[config.mk]
export PLATFORM = sky130hd
export DESIGN_NAME = ysyx_22041207_lsu_axi
export DESIGN_NICKNAME = d
export VERILOG_FILES = /design/src/rtl/ysyx_22041207_lsu_axi.sv
export SDC_FILE = /design/constraint.sdc
export NUM_CORES = 1
export LEC_CHECK = 0
export CAP_MARGIN = 40
export CORE_MARGIN = 4
export CORE_UTILIZATION = 48
export CTS_BUF_LIST = sky130_fd_sc_hd__clkbuf_4
export CTS_CLUSTER_SIZE = 14
export DETAILED_ROUTE_END_ITERATION = 10
export PLACE_DENSITY = 0.92
export SYNTH_ARGS = -nofsm -noshare
export SYNTH_HDL_FRONTEND = slang
export SYNTH_SLANG_ARGS = --single-unit
[constraint.sdc]
create_clock -name clk -period 3.2 [get_ports clk]
set_clock_uncertainty 0.2 [all_clocks]
set_input_delay 0.32 -clock clk [delete_from_list [all_inputs] [get_ports clk]]
set_output_delay 0.32 -clock clk [all_outputs]
set_load 0.01 [all_outputs]
[src/rtl/ysyx_22041207_lsu_axi.sv]
// MEM-stage load/store unit: one pipeline memory request -> one AXI4-Lite access on a 64-bit bus.
// Latency: 3 cycles to done with a zero-wait slave (1 on a size/alignment error); stalls the pipe via waitForAXI meanwhile.
module ysyx_22041207_lsu_axi #(
  parameter int ADDR_W = 32,
  parameter int DATA_W = 64
) (
  input  logic                  clk,
  input  logic                  rst_n,
  input  logic                  req_valid,
  input  logic [3:0]            me_readNum,
  input  logic [3:0]            me_writeNum,
  input  logic                  is_signed,
  input  logic [ADDR_W-1:0]     addr,
  input  logic [DATA_W-1:0]     wdata_in,
  output logic                  waitForAXI,
  output logic                  done,
  output logic [DATA_W-1:0]     rdata_out,
  output logic                  err,
  output logic [ADDR_W-1:0]     araddr,
  output logic                  arvalid,
  input  logic                  arready,
  input  logic [DATA_W-1:0]     rdata,
  input  logic [1:0]            rresp,
  input  logic                  rvalid,
  output logic                  rready,
  output logic [ADDR_W-1:0]     awaddr,
  output logic                  awvalid,
  input  logic                  awready,
  output logic [DATA_W-1:0]     wdata,
  output logic [DATA_W/8-1:0]   wstrb,
  output logic                  wvalid,
  input  logic                  wready,
  input  logic [1:0]            bresp,
  input  logic                  bvalid,
  output logic                  bready
);

  typedef enum logic [2:0] {S_IDLE, S_AR, S_R, S_AW_W, S_B, S_DONE} state_t;

  state_t              r_state;
  logic [2:0]          r_off;
  logic [3:0]          r_size;
  logic                r_signed;
  logic                r_aw_done;
  logic                r_w_done;

  logic                w_is_load;
  logic                w_is_store;
  logic                w_access;
  logic [3:0]          w_size;
  logic                w_legal;
  logic [DATA_W/8-1:0] w_strb_base;
  logic [DATA_W/8-1:0] w_wstrb;
  logic [DATA_W-1:0]   w_wdata_sh;
  logic [DATA_W-1:0]   w_raw;
  logic [DATA_W-1:0]   w_ld_fmt;
  logic                w_aw_hs;
  logic                w_w_hs;

  // A load wins when both sizes are nonzero; the store half is dropped.
  assign w_is_load  = (me_readNum != 4'd0);
  assign w_is_store = !w_is_load && (me_writeNum != 4'd0);
  assign w_access   = req_valid && (w_is_load || w_is_store);
  assign w_size     = w_is_load ? me_readNum : me_writeNum;
  assign w_wdata_sh = wdata_in << {addr[2:0], 3'b000};
  assign w_wstrb    = w_strb_base << addr[2:0];
  assign w_aw_hs    = awvalid && awready;
  assign w_w_hs     = wvalid && wready;

  always_comb begin
    w_legal     = 1'b0;
    w_strb_base = '0;
    case (w_size)
      4'd1: begin w_legal = 1'b1;               w_strb_base = 8'h01; end
      4'd2: begin w_legal = !addr[0];           w_strb_base = 8'h03; end
      4'd4: begin w_legal = (addr[1:0] == 2'd0); w_strb_base = 8'h0F; end
      4'd8: begin w_legal = (addr[2:0] == 3'd0); w_strb_base = 8'hFF; end
      default: begin w_legal = 1'b0;            w_strb_base = '0;    end
    endcase
  end

  always_comb begin
    w_raw    = rdata >> {r_off, 3'b000};
    w_ld_fmt = w_raw;
    case (r_size)
      4'd1: w_ld_fmt = r_signed ? {{(DATA_W-8){w_raw[7]}}, w_raw[7:0]}
                                : {{(DATA_W-8){1'b0}}, w_raw[7:0]};
      4'd2: w_ld_fmt = r_signed ? {{(DATA_W-16){w_raw[15]}}, w_raw[15:0]}
                                : {{(DATA_W-16){1'b0}}, w_raw[15:0]};
      4'd4: w_ld_fmt = r_signed ? {{(DATA_W-32){w_raw[31]}}, w_raw[31:0]}
                                : {{(DATA_W-32){1'b0}}, w_raw[31:0]};
      default: w_ld_fmt = w_raw;
    endcase
  end

  // Gated by rst_n so the stall releases the moment reset asserts, even with req_valid still high.
  assign waitForAXI = rst_n && (((r_state == S_IDLE) && w_access) ||
                                (r_state == S_AR) || (r_state == S_R) ||
                                (r_state == S_AW_W) || (r_state == S_B));

  always_ff @(posedge clk or negedge rst_n) begin
    if (!rst_n) begin
      r_state   <= S_IDLE;
      r_off     <= '0;
      r_size    <= '0;
      r_signed  <= 1'b0;
      r_aw_done <= 1'b0;
      r_w_done  <= 1'b0;
      done      <= 1'b0;
      err       <= 1'b0;
      rdata_out <= '0;
      araddr    <= '0;
      arvalid   <= 1'b0;
      rready    <= 1'b0;
      awaddr    <= '0;
      awvalid   <= 1'b0;
      wdata     <= '0;
      wstrb     <= '0;
      wvalid    <= 1'b0;
      bready    <= 1'b0;
    end else begin
      done <= 1'b0;
      case (r_state)
        S_IDLE: begin
          if (w_access) begin
            r_off    <= addr[2:0];
            r_size   <= w_size;
            r_signed <= is_signed;
            if (!w_legal) begin
              err     <= 1'b1;
              done    <= 1'b1;
              r_state <= S_DONE;
            end else if (w_is_load) begin
              araddr  <= {addr[ADDR_W-1:3], 3'b000};
              arvalid <= 1'b1;
              r_state <= S_AR;
            end else begin
              awaddr    <= {addr[ADDR_W-1:3], 3'b000};
              wdata     <= w_wdata_sh;
              wstrb     <= w_wstrb;
              awvalid   <= 1'b1;
              wvalid    <= 1'b1;
              r_aw_done <= 1'b0;
              r_w_done  <= 1'b0;
              r_state   <= S_AW_W;
            end
          end
        end
        S_AR: begin
          if (arready) begin
            arvalid <= 1'b0;
            rready  <= 1'b1;
            r_state <= S_R;
          end
        end
        S_R: begin
          if (rvalid) begin
            rready    <= 1'b0;
            rdata_out <= w_ld_fmt;
            err       <= (rresp != 2'b00);
            done      <= 1'b1;
            r_state   <= S_DONE;
          end
        end
        S_AW_W: begin
          if (w_aw_hs) begin
            awvalid   <= 1'b0;
            r_aw_done <= 1'b1;
          end
          if (w_w_hs) begin
            wvalid   <= 1'b0;
            r_w_done <= 1'b1;
          end
          if ((r_aw_done || w_aw_hs) && (r_w_done || w_w_hs)) begin
            bready  <= 1'b1;
            r_state <= S_B;
          end
        end
        S_B: begin
          if (bvalid) begin
            bready  <= 1'b0;
            err     <= (bresp != 2'b00);
            done    <= 1'b1;
            r_state <= S_DONE;
          end
        end
        S_DONE:  r_state <= S_IDLE;
        default: r_state <= S_IDLE;
      endcase
    end
  end

endmodule

==> flow_metrics.env <==
export IMPL_outcome="finished clean"
export IMPL_grt_pass1_vias=12430
export IMPL_dieArea_sq_mm=0.02748
export IMPL_cts_buffers=58
export IMPL_finalSetupViolCount=0
export IMPL_grtUsageMet2_pct=53.00
export IMPL_cp_data_required_time_ns=2.68
export IMPL_place_gp_congestion=0.9939
export IMPL_startpoint_type="input port"
export IMPL_final_max_slew_viol_count=0
export IMPL_layout_drive_gt1_share_pct=13.63
export IMPL_clkLatencyLatePin_ns=0.65
export IMPL_post_route_min_period_ns=2.982
export IMPL_placed_area_sq_mm=0.01622
export IMPL_drt_iter0_drc=1499
export IMPL_slowest_delay_ns=0.52
export IMPL_drc_errors=0
export IMPL_num_rows=57
export IMPL_crit_top_cell="clkdlybuf4s50_1"
export IMPL_worst_pin_slew_ns=0.8929
export IMPL_io_pins=389
export IMPL_wirelength_um=45000
export IMPL_power_density_mw_per_mm2=711.5
export IMPL_crit_arrival_ns=2.46
export IMPL_yosysSeqAreaShare_pct=44.81
export IMPL_portBuffers=382
export IMPL_tns_ns=0
export IMPL_grt_pass1_wl_um=70020
export IMPL_max_clock_freq_ghz=0.3354
export IMPL_clock_sinks=214
export IMPL_ys_async_sr_fraction_pct=100.0
export IMPL_met3_usage_pct=8.236
export IMPL_h_tree_depth=2
export IMPL_syn_inst=1275
export IMPL_ys_warn_count=0
export IMPL_cp_cell_sequence="clkdlybuf4s50_1, buf_4, nor4_2, nand3_1, a2111oi_0, nor2_1, clkdlybuf4s50_1"
export IMPL_worstSetupPathType="in -> out"
export IMPL_finalHoldViolCount=0
export IMPL_critPathBufInv=3
export IMPL_final_nets=1872
export IMPL_grt_max_degree=112
export IMPL_core_area_sq_mm=0.02439
export IMPL_multi_input_area_sq_mm=0.006102
export IMPL_vias=12056
export IMPL_leakage_nw=7.569
export IMPL_wl_per_cell_um=21.89
export IMPL_cts_root_buf="clkbuf_4"
export IMPL_cp_max_fo=6
export IMPL_antenna_found_initial=1
export IMPL_cts_clk_slew_worst_paths_ns=0.07
export IMPL_drtPass1Iterations=5
export IMPL_hp_class="in -> reg"
export IMPL_synth_edf_count=0
export IMPL_fp_dieH_um=165.8
export IMPL_clock_path_buffers=3
export IMPL_layout_common_cells="clkdlybuf4s50_1 (378), nand2_1 (275), dfrtp_1 (211)"
export IMPL_nFillCells=1792
export IMPL_grt_use_met1_pct=36.91
export IMPL_fin_crit_sh_pct=93.18
export IMPL_final_cell_area_sq_mm=0.01723
export IMPL_rsz0062_at_grt="no"
export IMPL_grt_most_used_layer="met2"
export IMPL_synth_area_per_cell_sq_um=9.373
export IMPL_drv_cap=0
export IMPL_hpwl_um=32900
export IMPL_synthDistinctLibCells=64
export IMPL_ir_worst_vdd_mv=0.4908
export IMPL_overflow=0
export IMPL_cp_top_family="buffers and inverters"
export IMPL_tritoncts="built"
export IMPL_synthesis_area_sq_mm=0.01195
export IMPL_mostFrequentLayoutCell="clkdlybuf4s50_1"
export IMPL_fp_dieW_um=165.8
export IMPL_via_per_inst=5.864
export IMPL_ys_seq_elements=214
export IMPL_critPathSlowestCell="clkdlybuf4s50_1"
export IMPL_layout_area_seq_sq_mm=0.005359
export IMPL_gr_usage_all_layers_pct=31.60
export IMPL_drtAntennaViolNets=0
export IMPL_ys_flop_type="dfrtp_1"
export IMPL_start_util_pct=48.99
export IMPL_slew_headroom_pct=40.25
export IMPL_syn2layout_area_growth_pct=44.15
export IMPL_cp_end_kind="output port"
synthesized netlist by cell type, types with 13 or more instances:
master	count	area (sq um)
dfrtp_1	214	5355
o22ai_1	13	81.33
nor2_1	114	427.9
nand3_1	17	85.08
and2_1	14	87.58
inv_1	14	52.55
o31ai_1	28	210.2
mux2_4	29	435.4
mux4_2	22	495.5
mux2_2	29	326.6
clkbuf_1	53	198.9
buf_2	27	135.1
mux2i_1	87	870.8
o21a_1	15	112.6
a31oi_1	14	87.58
o21ai_0	61	305.3
a21oi_1	94	470.5
nand2_1	275	1032
path summary, 6_finish.rpt:
kind	start	endpoint	slack [ns]	cells past startpoint
worst max register to register	r_off[1]	rdata_out[63]	0.59	7
max in group asynchronous	rst_n	r_off[2]	2.01	3
min in group asynchronous	rst_n	rdata_out[44]	0.07	3
worst min register to register	wdata[40]	wdata[40]	0.28	2
worst min-delay path	addr[3]	awaddr[3]	0.05	3
worst max-delay path	me_readNum[3]	waitForAXI	0.22	7
layer usage:
layer | wire length [um] | vias up
li1 | - | 5344
met1 | 16260 | 5770
met2 | 21730 | 791
met3 | 4283 | 151
met4 | 2718 | 0
met5 | 0 | -
cell families (layout without fill, tap and decap cells):
logic type,count (synthesis),count (layout),share of synthesized area (%)
DFF,214,214,44.81
xor gates and xnor gates,4,4,0.2931
AOI/OAI and AO/OA,299,299,15.90
and+or+nand+nor,471,471,16.66
other,1,7,0.03138
muxes,167,167,17.81
buffers and inverters,119,570,4.492
cell type report:
cell class                 instances  area share, %
multi-input combinational        947          35.42
tap                              324          2.353
inverter                          15         0.3268
antenna                            1        0.01453
timing repair buffer             455          26.48
clock inverter                    26          1.068
sequential                       214          31.11
clock buffer                      74          3.225
where the power goes:
group	total (mW)	switching [mW]	leakage (nW)	internal (mW)
clock	2.54	1.21	0.433	1.33
sequential	4.14	0.693	2.77	3.45
combinational	5.58	2.73	4.37	2.85
total	12.3	4.63	7.57	7.62
worst min-delay path: cells and delay by family:
kind	cells	cell delay, ns
buffers and inverters	1	0.44
AND/OR/NAND/NOR	2	0.11
metrics by stage:
stage                     utilization (%)  power, mW  instances  hold WS, ns  setup slack, ns
after global placement              66.49      9.424       1931      0.04709          0.06123
after detailed placement            66.49      9.608       1931      0.04921          0.02382
after CTS                           70.58      12.22       2055    0.0007256          0.06158
final                               70.63      12.26       2056      0.04798           0.2181
after global routing                70.63      12.91       2056     0.008113          0.09630
after floorplan                         -      6.940       1280      -0.1756           0.5798
sequential cells by signal, summed over array words and instances, names as in the netlist, 3 cells and up:
| register | cells |
|---|---|
| wdata | 64 |
| awaddr | 29 |
| r_size | 4 |
| r_state | 3 |
| wstrb | 8 |
| r_off | 3 |
| araddr | 29 |
| rdata_out | 64 |
what timing repair did:
item / 4_1_cts / 5_1_grt
hold endpoints to repair: 236 / 0
setup endpoints to repair: 0 / 1
hold buffers: 24 / 0
gates resized for setup: 0 / 2
buffers inserted: 0 / 0
(Power assumes the default switching activity.)
